**src/rtl/pe_os_multi.sv**
```systemverilog
// Output-stationary MAC PE: NUM_ACC stationary sums, 2-stage zero-gated MAC, ready/valid drain chain.
// Define OUT_PE_SATURATE_EN to make the stage-2 accumulate saturate instead of wrapping.
module pe_os_multi #(
  parameter int WEIGHT_WIDTH = 8,
  parameter int INPUT_WIDTH  = 8,
  parameter int ACC_WIDTH    = 32,
  parameter int NUM_ACC      = 4,
  parameter int SIGNED       = 0,
  parameter int CHAIN_POS    = 0
) (
  input  logic                        w_clock,
  input  logic                        w_reset,
  input  logic                        w_en,
  input  logic [$clog2(NUM_ACC)-1:0]  w_acc_sel,
  input  logic                        w_clear,
  input  logic [WEIGHT_WIDTH-1:0]     w_weight,
  input  logic [INPUT_WIDTH-1:0]      w_input,
  output logic [WEIGHT_WIDTH-1:0]     w_wgt_out,
  output logic [INPUT_WIDTH-1:0]      w_inp_out,
  output logic                        w_en_out,
  input  logic                        w_drain_start,
  input  logic [ACC_WIDTH-1:0]        w_drain_in,
  input  logic                        w_drain_in_valid,
  output logic                        w_drain_in_ready,
  output logic [ACC_WIDTH-1:0]        w_drain_out,
  output logic                        w_drain_out_valid,
  input  logic                        w_drain_out_ready,
  output logic                        w_busy
);

  localparam int SEL_W      = $clog2(NUM_ACC);
  localparam int PROD_W     = WEIGHT_WIDTH + INPUT_WIDTH;
  localparam int PASS_TOTAL = CHAIN_POS * NUM_ACC;
  localparam int CNT_W      = (PASS_TOTAL < 2) ? 1 : $clog2(PASS_TOTAL + 1);

  typedef enum logic [1:0] {IDLE, FLUSH, DRAIN, PASS} state_t;

  state_t state, state_next;

  logic [ACC_WIDTH-1:0] acc [NUM_ACC];
  logic [ACC_WIDTH-1:0] s1_product;
  logic [SEL_W-1:0]     s1_sel;
  logic                 s1_clear, s1_zero, s1_valid;
  logic [SEL_W-1:0]     idx;
  logic [CNT_W-1:0]     pass_cnt;

  logic signed [PROD_W-1:0] prod_s;
  logic [PROD_W-1:0]        prod_u;
  logic [ACC_WIDTH-1:0]     prod_ext;
  logic                     mac_accept, op_zero;
  logic                     drain_fire, pass_fire;
  logic [ACC_WIDTH-1:0]     add_a, add_b, acc_sum, acc_next;

  assign prod_s     = PROD_W'($signed(w_weight)) * PROD_W'($signed(w_input));
  assign prod_u     = PROD_W'(w_weight) * PROD_W'(w_input);
  assign prod_ext   = (SIGNED != 0) ? ACC_WIDTH'(prod_s) : ACC_WIDTH'(prod_u);
  assign mac_accept = w_en && (state == IDLE);
  assign op_zero    = (w_weight == '0) || (w_input == '0);
  assign drain_fire = (state == DRAIN) && w_drain_out_ready;
  assign pass_fire  = (state == PASS) && w_drain_in_valid && w_drain_out_ready;
  assign w_busy     = (state != IDLE);

  always_ff @(posedge w_clock) begin
    if (w_reset) begin
      w_wgt_out <= '0;
      w_inp_out <= '0;
      w_en_out  <= 1'b0;
    end else begin
      w_wgt_out <= w_weight;
      w_inp_out <= w_input;
      w_en_out  <= w_en;
    end
  end

  // A zero operand leaves the product register untouched; s1_zero makes stage 2 add 0 instead.
  always_ff @(posedge w_clock) begin
    if (w_reset) begin
      s1_product <= '0;
      s1_sel     <= '0;
      s1_clear   <= 1'b0;
      s1_zero    <= 1'b0;
      s1_valid   <= 1'b0;
    end else begin
      s1_valid <= mac_accept && (!op_zero || w_clear);
      if (mac_accept) begin
        s1_sel   <= w_acc_sel;
        s1_clear <= w_clear;
        s1_zero  <= op_zero;
        if (!op_zero) s1_product <= prod_ext;
      end
    end
  end

  always_comb begin
    add_a    = s1_clear ? '0 : acc[s1_sel];
    add_b    = s1_zero ? '0 : s1_product;
    acc_sum  = add_a + add_b;
    acc_next = acc_sum;
`ifdef OUT_PE_SATURATE_EN
    if (SIGNED != 0) begin
      if ((add_a[ACC_WIDTH-1] == add_b[ACC_WIDTH-1]) && (acc_sum[ACC_WIDTH-1] != add_a[ACC_WIDTH-1]))
        acc_next = add_a[ACC_WIDTH-1] ? {1'b1, {(ACC_WIDTH-1){1'b0}}} : {1'b0, {(ACC_WIDTH-1){1'b1}}};
    end else if (acc_sum < add_a) begin
      acc_next = '1;
    end
`endif
  end

  always_ff @(posedge w_clock) begin
    if (w_reset) begin
      for (int i = 0; i < NUM_ACC; i++) acc[i] <= '0;
    end else begin
      if (s1_valid) acc[s1_sel] <= acc_next;
      if (drain_fire) acc[idx] <= '0;
    end
  end

  always_ff @(posedge w_clock) begin
    if (w_reset) begin
      state    <= IDLE;
      idx      <= '0;
      pass_cnt <= '0;
    end else begin
      state <= state_next;
      if (state == FLUSH) idx <= '0;
      else if (drain_fire) idx <= idx + SEL_W'(1);
      if (state == DRAIN) pass_cnt <= '0;
      else if (pass_fire)
        pass_cnt <= (pass_cnt == CNT_W'(PASS_TOTAL - 1)) ? '0 : pass_cnt + CNT_W'(1);
    end
  end

  // FLUSH only needs stage 1 empty: stage 2 writes the accumulator on the edge stage 1 drains.
  always_comb begin
    state_next        = state;
    w_drain_out       = '0;
    w_drain_out_valid = 1'b0;
    w_drain_in_ready  = 1'b0;
    case (state)
      IDLE:  if (w_drain_start) state_next = FLUSH;
      FLUSH: if (!s1_valid) state_next = DRAIN;
      DRAIN: begin
        w_drain_out       = acc[idx];
        w_drain_out_valid = 1'b1;
        if (w_drain_out_ready && (idx == SEL_W'(NUM_ACC - 1)))
          state_next = (CHAIN_POS > 0) ? PASS : IDLE;
      end
      PASS: begin
        w_drain_out       = w_drain_in;
        w_drain_out_valid = w_drain_in_valid;
        w_drain_in_ready  = w_drain_out_ready;
        if (pass_fire && (pass_cnt == CNT_W'(PASS_TOTAL - 1))) state_next = IDLE;
      end
      default: state_next = IDLE;
    endcase
  end

endmodule
```
**config.mk**
```make
export PLATFORM = sky130hd
export DESIGN_NAME = pe_os_multi
export DESIGN_NICKNAME = d
export VERILOG_FILES = /design/src/rtl/pe_os_multi.sv
export SDC_FILE = /design/constraint.sdc
export NUM_CORES = 1
export LEC_CHECK = 0
export ABC_AREA = 1
export BUFFER_PORTS_ARGS = -buffer_cell sky130_fd_sc_hd__buf_4
export CAP_MARGIN = 30
export CORE_ASPECT_RATIO = 1.5
export CORE_MARGIN = 1.5
export CORE_UTILIZATION = 35
export CTS_CLUSTER_DIAMETER = 50
export CTS_CLUSTER_SIZE = 30
export DETAILED_ROUTE_END_ITERATION = 6
export GPL_TIMING_DRIVEN = 1
export PLACE_DENSITY = 0.58
export REMOVE_ABC_BUFFERS = 1
export SLEW_MARGIN = 20
export SYNTH_ARGS = -nofsm -noshare
export SYNTH_HDL_FRONTEND = slang
export SYNTH_SLANG_ARGS = --single-unit
export TNS_END_PERCENT = 100
```
**constraint.sdc**
```tcl
create_clock -name w_clock -period 7.5 [get_ports w_clock]
set_clock_uncertainty 0.1 [all_clocks]
set_input_delay 0.375 -clock w_clock [delete_from_list [all_inputs] [get_ports w_clock]]
set_output_delay 0.375 -clock w_clock [all_outputs]
set_load 0.02 [all_outputs]
```
==> qor.yml, run 1 <==
die-width_um: 157
slew_headroom_pct: 41.6
tightestPinTransition_ns: 0.875
setup_tns_ns: 0
grt_overflow_total: 0
dp.cells: 2398
seq_area_mm2: 0.00351
grt-busiest-layer: "met2"
final_area_mm2: 0.0143
port-buffer-count: 108
fin_cells: 2434
required_ns: 7.79
wire_per_inst_um: 17.3
start_kind: "flop"
layout-drive-gt1-share_pct: 11.2
multi_input_area_mm2: 0.00729
ys.flop_type: "dfxtp_1"
clockBufferDepth: 2
async_reset_ff_share_pct: 0
ant_nets: 0
worstPathArrival_ns: 4.41
rsz0062_at_grt: "false"
maxSlewViolCount: 0
die_y_um: 233
cp_slowest_cell: "clkinv_2"
powerDensity_mw_per_mm2: 259
grt_pass1_vias: 12200
syn_inst: 1906
start_util_pct: 35.4
synthToLayoutAreaGrowth_pct: 15.1
timing.final.crit_period_ns: 4.12
synth.area.top_cells: "dfxtp_1, nand2_1, a21oi_1"
yosysWarnings: 0
leakagePower_uw: 0.00650
critPathCaptureType: "flop"
synth_top_area_cell: "dfxtp_1"
hold_viol: 0
crit_family: "simple AND/OR/NAND/NOR gates"
finalSetupViolCount: 0
synth_enable_flop_cells: 0
syn_area_mm2: 0.0124
cp_num_buf_inv: 2
cts_setup_buffers: 0
peakVddDrop_v: 0.000165
antenna_found_initial: 1
hold_class: "input pin to flop"
cp_common_cell: "nand2_1"
core-area_mm2: 0.0350
cpPeakStageDelay_ns: 0.57
min_period_over_period_pct: 54.9
yosysMostFrequentCell: "nand2_1"
p_total_uw: 3690
use_met3_pct: 3.34
worstPathCellList: "clkinv_2, buf_4, o21ai_0, a21oi_1, ha_1, fa_1, nand2_1, nand2_1, and2_1, nand2_1, nand2_1, nand2_1, nand2_1, xor2_1, nor2_1, nand2_1, a21oi_1"
grt_max_degree: 98
hpwlAfterDp_mm: 29.0
rows: 84
synth.avg_cell_area_um2: 6.50
ys_seq_area_share_pct: 28.3
clk_root_buffer_cell: "clkbuf_16"
grt_pass1_wl_mm: 65.3
synthTopCellsByCount: "nand2_1, inv_1, a21oi_1, dfxtp_1, o21ai_0"
hold_buffers: 0
status: "complete, no violations"
synth_top_area_share_pct: 28.3
yosysUniqueCellTypes: 44
routed_via_density: 5.12
place_area_mm2: 0.0136
die-area_mm2: 0.0365
cts_inserted_buffers: 17
hold_ws_ns: 0.0664
grt_use_total_pct: 23.4
n_fill_cell: 3795
num_vias: 12500
use_met2_pct: 44.4
cts_tree: "done"
cp_max_fo: 47
fmax_mhz: 243
wl_mm: 42.0
path_class: "flop to flop"
postCtsResizedCells: 0
clkTransAtPathRegs_ns: 0.07
cts.sinks: 175
rrSetupSlack_ns: 3.38
num_io_pins: 109
synth-seq-cells: 175
cap_viol_max_count: 0
drc: 0
cts.htree.levels: 4
place_congestion: 0.912
layout.nets: 2096
drt_iter0_drc: 783
dr.pass1.iters: 5
use_met1_pct: 24.7
clock_latency_ns: 0.46
-- logic make-up after synthesis --
| family | Yosys count | synth area share (%) |
|---|---|---|
| XOR/XNOR | 13 | 0.920 |
| flip-flops | 175 | 28.3 |
| adder cells (fa/ha/maj) | 93 | 11.6 |
| buffers and inverters | 417 | 13.2 |
| AO/OA/AOI/OAI | 465 | 20.6 |
| AND/OR/NAND/NOR | 743 | 25.4 |
-- flip-flops by register name (all words and copies together) (netlist names), named ones only --
name,flops
acc,128
idx,2
pass_cnt,1
s1_clear,1
s1_product,16
s1_sel,2
s1_valid,1
s1_zero,1
state,2
w_en_out,1
w_inp_out,8
w_wgt_out,8
-- per-layer routing --
metal	vias up	wire, µm
li1	6191	-
met4	0	1890
met2	399	22000
met5	-	0
met3	103	2210
met1	5780	15900
-- area by class of cell --
| type | count | share of cell area (%) |
|---|---|---|
| Antenna cell | 2 | 0.0351 |
| Clock inverter | 14 | 1.44 |
| Tap cell | 473 | 4.15 |
| Clock buffer | 18 | 3.01 |
| Sequential cell | 175 | 24.6 |
| Multi-Input combinational cell | 1314 | 51.1 |
| Timing Repair Buffer | 132 | 7.55 |
| Inverter | 306 | 8.07 |
-- report_power, final --
part | internal, µW | total, µW | switching (µW) | leakage [µW]
Combinational | 537 | 1630 | 1100 | 0.00478
Clock | 564 | 985 | 421 | 0.000296
Sequential | 1020 | 1070 | 58.1 | 0.00142
Total | 2120 | 3690 | 1570 | 0.00650
-- placed cells by master (no fill, tap or decap), types with 7 or more instances in the layout --
cell type	count
fa_1	37
nand3_1	116
a32o_1	34
ha_1	56
clkbuf_16	17
dfxtp_1	174
buf_4	127
nand2_1	460
inv_2	7
nor2_2	12
nand4_1	11
nor2_1	97
o21ai_0	127
nand2_2	13
inv_1	295
a21oi_1	277
xor2_1	7
-- tightest hold or removal path: stages --
cell and delay, ns:
buf_4 0.08, inv_1 0.04, nor2_1 0.10
-- path summary, 6_finish.rpt --
| kind | startpoint | to | cells after the start |
|---|---|---|---|
| max | flop | acc[1][16]$_SDFFE_PP0P_ | 17 |
| min | w_en | w_en_out$_SDFF_PP0_ | 3 |
| max reg2reg | flop | acc[1][16]$_SDFFE_PP0P_ | 17 |
| min reg2reg | s1_product[7]$_SDFFE_PP0P_ | s1_product[7]$_SDFFE_PP0P_ | 2 |
-- stage by stage --
| stage | utilization (%) | setup WS, ns |
|---|---|---|
| finish | 40.7 | 3.38 |
| global route | 40.7 | 3.05 |
| CTS | 40.6 | 3.40 |
| detailed placement | 38.8 | 2.95 |
| global placement | 38.5 | 2.98 |
| floorplan | - | 3.43 |
No activity file was read; power rests on OpenSTA's default activity.
==> run 2, diff against run 1 <==
- PLACE_DENSITY: 0.58 -> 0.59
- clock period: 7.5 -> 3.66 ns (I/O delays scaled with it)
==> qor.yml, run 2 (same netlist as run 1, synthesis figures left out) <==
cp_common_cell: "inv_1"
start_kind: "input pin"
top_regs: "acc: 128 flops, s1_product: 16 flops"
clkTransAtPathRegs_ns: 0.07
multi_input_area_mm2: 0.00739
rows: 84
worstPathArrival_ns: 3.76
largest_register_ffs: 128
place_congestion: 0.951
cts.sinks: 175
slew_headroom_pct: 37.2
cts_inserted_buffers: 17
largest_register: "acc"
status: "complete, no violations"
die_y_um: 233
die-area_mm2: 0.0365
min-delay-start: "w_drain_out_ready"
wire_per_inst_um: 16.5
grt_pass1_vias: 12300
fin_util_pct: 42.7
hpwlAfterDp_mm: 29.6
hold_end: "state[0]$_SDFFE_PP0P_"
antenna_found_initial: 0
hold_viol: 0
grt_overflow_total: 0
maxSlewViolCount: 0
cp_max_fo: 8
required_ns: 3.91
clk_root_buffer_cell: "clkbuf_16"
wl_mm: 41.5
dr.pass1.iters: 5
final_cell_mix: "nand2_1, inv_1, a21oi_1"
combinationalPowerShare_pct: 47.2
layout.nets: 2174
r2r_cells: 17
dp.cells: 2460
start_util_pct: 35.4
p_clk_share_pct: 25.2
path_class: "input pin to flop"
clockBufferDepth: 2
crit_family: "adder cells"
drc: 0
grt_pass1_wl_mm: 64.7
leakagePower_uw: 0.00692
timing.final.crit_period_ns: 3.51
core-area_mm2: 0.0350
ant_nets: 0
diodes: 0
p_int_uw: 4700
routed_via_density: 5.10
critPathCaptureType: "flop"
layout-drive-gt1-share_pct: 15.0
n_fill_cell: 3706
peakVddDrop_v: 0.000253
min_period_over_period_pct: 95.9
hold_class: "input pin to flop"
cp_num_buf_inv: 6
drt_iter0_drc: 824
tightestPinTransition_ns: 0.942
rrSetupSlack_ns: 0.36
sw_frac_of_total_pct: 41.4
fin_cells: 2510
synthToLayoutAreaGrowth_pct: 20.7
grt_max_degree: 75
cap_viol_max_count: 0
cpPeakStageDelay_ns: 0.52
powerDensity_mw_per_mm2: 536
worstPathCellList: "buf_4, buf_4, nand2_1, inv_1, fa_1, fa_1, ha_1, inv_1, fa_1, inv_1, ha_1, a21oi_1, o21ai_0, a21oi_2, o21ai_1, xor2_1, o21ai_0, inv_1"
fmax_mhz: 285
power_frac_seq_pct: 27.6
num_vias: 12800
min_path_cells: 3
p_sw_uw: 3310
clock_latency_ns: 0.45
final_common_cell: "nand2_1"
cts.htree.levels: 4
num_io_pins: 109
r2r-end: "acc[2][29]$_SDFFE_PP0P_"
hold_ws_ns: 0.0197
seq_area_mm2: 0.00351
cp_slowest_cell: "fa_1"
die-width_um: 157
port-buffer-count: 108
cts_tree: "done"
finalSetupViolCount: 0
grt_use_total_pct: 23.1
## run 2: cell count changes in the layout (fill, tap and decap cells not counted), moves of 5 or more
cell	delta
a21oi_2	+6
o21ai_0	-5
dlygate4sd3_1	+9
buf_4	+63
a21oi_1	-6
## run 2: power by group through the flow
stage               sequential (µW)  clock (µW)  combinational [µW]
floorplan                      2300           0                2140
global placement               2250           0                3540
detailed placement             2250           0                3580
CTS                            2210        2050                3630
global route                   2230        2120                4200
finish                         2210        2020                3790
## run 2: worst register-to-register path, cell delays in order (launching register included)
cell and delay, ns:
dfxtp_1 0.34, buf_4 0.31, buf_4 0.32, a21oi_1 0.07, o21ai_0 0.08, a21oi_1 0.12
ha_1 0.38, nand2_1 0.12, nor2_1 0.16, inv_1 0.09, nor3_1 0.16, nand2_1 0.09
nand2_1 0.13, nand3_1 0.14, nand2_1 0.18, nand3_1 0.18, nand3_1 0.13, a21oi_1 0.06
## run 2: worst max-delay path by stage
stage,startpoint,endpoint,slack (ns),depth (start not counted)
2_1_floorplan,w_weight[1],s1_product[13]$_SDFFE_PP0P_,-0.21,18
3_3_place_gp,w_weight[1],s1_product[13]$_SDFFE_PP0P_,-0.51,19
3_5_place_dp,w_weight[1],s1_product[13]$_SDFFE_PP0P_,-0.57,19
4_1_cts,w_input[1],s1_product[13]$_SDFFE_PP0P_,0.02,20
5_1_grt,w_weight[1],s1_product[15]$_SDFFE_PP0P_,-0.02,19
6_report,w_weight[0],s1_product[14]$_SDFFE_PP0P_,0.15,18
## run 2: layout make-up
| type | count | area share (%) |
|---|---|---|
| multi-input cells | 1314 | 49.4 |
| flip-flops and latches | 175 | 23.5 |
| repair buffers | 210 | 11.2 |
| inverters | 306 | 7.68 |
| well taps | 473 | 3.96 |
| clock buffers | 20 | 3.05 |
| clock inverters | 12 | 1.21 |
## run 2: through the flow
step | setup WS, ns | area [µm²] | TNS [ns] | total power [µW]
after CTS | 0.0153 | 14800 | 0 | 7890
after floorplan | -0.214 | 11900 | -2.41 | 4440
after detailed placement | -0.569 | 14000 | -3.83 | 5830
final | 0.148 | 15000 | 0 | 8010
after global routing | -0.0167 | 15000 | -0.0199 | 8550
after global placement | -0.505 | 14000 | -3.20 | 5790
## run 2: timing repair
action | in CTS | in global routing
gates resized for setup | 4 | 26
hold endpoints to repair | 14 | 0
gates cloned | 0 | 2
endpoints found under the setup margin | 4 | 8
setup buffers | 0 | 4
hold buffers | 11 | 0
pin swaps | 0 | 14
## run 2: per-layer routing
metal	global-route usage, %	up-vias	part of all wire, %
met4	12.3	0	4.5
met2	43.4	409	52
met3	2.97	98	4.8
met5	0	-	0
li1	-	6360	-
met1	24.7	5924	38
==> run 3, diff against run 2 <==
- REMOVE_ABC_BUFFERS: 1 -> unset
- SKIP_CTS_REPAIR_TIMING: unset -> 1
==> qor.yml, run 3 (same netlist as run 1, synthesis figures left out) <==
status: "finished, violations left"
violations: "negative hold slack"
hpwlAfterDp_mm: 29.0
top_regs: "acc: 128 flops, s1_product: 16 flops"
wire_per_inst_um: 16.6
worstPathArrival_ns: 3.64
syn_nets: 2056
path_class: "input pin to flop"
hold_class: "input pin to flop"
timing.final.crit_period_ns: 3.39
largest_register_ffs: 128
final_common_cell: "nand2_1"
slew_headroom_pct: 37.4
cpPeakStageDelay_ns: 0.53
grt_pass1_vias: 12200
path_depth: 20
tightestPinTransition_ns: 0.938
dr.pass1.iters: 5
die-area_mm2: 0.0365
start_kind: "input pin"
synthToLayoutAreaGrowth_pct: 18.7
pre_cts_ws_ns: -0.231
cp_max_fo: 7
maxSlewViolCount: 0
leakagePower_uw: 0.00675
cp_num_buf_inv: 5
clkTransAtPathRegs_ns: 0.07
setup_ws_ns: 0.269
r2r_cells: 17
largest_register: "acc"
cts.htree.levels: 4
grt_max_degree: 58
diodes: 0
rrSetupSlack_ns: 0.46
cp_slowest_cell: "fa_1"
hold_viol: 1
num_io_pins: 109
routed_via_density: 5.11
r2r-end: "acc[3][18]$_SDFFE_PP0P_"
clock_latency_ns: 0.45
drc: 0
cts.sinks: 175
core-area_mm2: 0.0350
clockBufferDepth: 2
grt_pass1_wl_mm: 64.5
min_period_over_period_pct: 92.7
clk_root_buffer_cell: "clkbuf_16"
peakVddDrop_v: 0.000314
rows: 84
cp-endpoint: "s1_product[13]$_SDFFE_PP0P_"
finalSetupViolCount: 0
place_area_mm2: 0.0140
grt_overflow_total: 0
rsz0062_at_grt: "false"
cp_common_cell: "nand2_1"
cts_inserted_buffers: 17
fmax_mhz: 295
required_ns: 3.91
hold_ws_ns: -0.00573
die-width_um: 157
drt_iter0_drc: 759
cap_viol_max_count: 0
layout.nets: 2154
powerDensity_mw_per_mm2: 529
worstPathCellList: "buf_4, nand2_1, inv_1, fa_2, fa_1, inv_1, fa_1, fa_1, inv_1, ha_4, a21oi_2, nand2_1, a21oi_2, o21ai_2, nand2_1, nand3_1, nand2_1, nand2_1, o21ai_1, inv_1"
die_y_um: 233
crit_family: "adder cells"
num_vias: 12700
cts_tree: "done"
antenna_found_initial: 0
final_cell_mix: "nand2_1, inv_1, a21oi_1"
ant_nets: 0
final_area_mm2: 0.0147
port-buffer-count: 108
setup_tns_ns: 0
grt_use_total_pct: 23.0
wl_mm: 41.3
layout-drive-gt1-share_pct: 14.2
start_util_pct: 35.4
place_congestion: 0.965
cp-startpoint: "w_input[2]"
critPathCaptureType: "flop"
## run 3: worst min path at each step
stage                            startpoint               endpoint  cells past startpoint
after floorplan                        w_en    w_en_out$_SDFF_PP0_                      2
after global placement                 w_en    w_en_out$_SDFF_PP0_                      3
after detailed placement               w_en    w_en_out$_SDFF_PP0_                      3
after CTS                              w_en    w_en_out$_SDFF_PP0_                      3
after global routing                w_clear  s1_clear$_SDFFE_PP0P_                      3
final                     w_drain_out_ready  state[0]$_SDFFE_PP0P_                      3
## run 3: area by class of cell
class | instances | area (µm²)
well taps | 473 | 592
flip-flops and latches | 175 | 3510
clock buffers | 20 | 447
clock inverters | 12 | 136
multi-input cells | 1314 | 7390
fillers | 3750 | 20300
inverters | 306 | 1150
repair buffers | 190 | 1470
## run 3: report_power, final
group | total (µW) | leakage (µW) | switching [µW] | internal, µW
combinational | 3740 | 0.00505 | 2330 | 1400
clock | 1850 | 0.000277 | 821 | 1030
sequential | 2200 | 0.00142 | 112 | 2080
## run 3: through the flow
stage	power (µW)	utilization, %	instances
5_1_grt	8320	42.0	2490
4_1_cts	7810	41.7	2481
2_1_floorplan	4730	-	1906
6_report	7780	42.0	2490
3_3_place_gp	5900	40.1	2449
3_5_place_dp	5940	40.1	2449
## run 3: metal layers
layer / GRT usage (%) / up-vias / wire length [µm] / part of all wire (%)
met1: 25.3 / 5922 / 16100 / 39
li1: - / 6310 / - / -
met2: 43.6 / 394 / 21600 / 52
met3: 2.49 / 98 / 2050 / 5.0
met4: 10.4 / 0 / 1580 / 3.8
met5: 0 / - / 0 / 0
## run 3: tightest hold or removal path: cells and delay by family
| kind | cells | cell delay [ns] |
|---|---|---|
| buf+inv | 1 | 0.08 |
| compound gates | 2 | 0.23 |
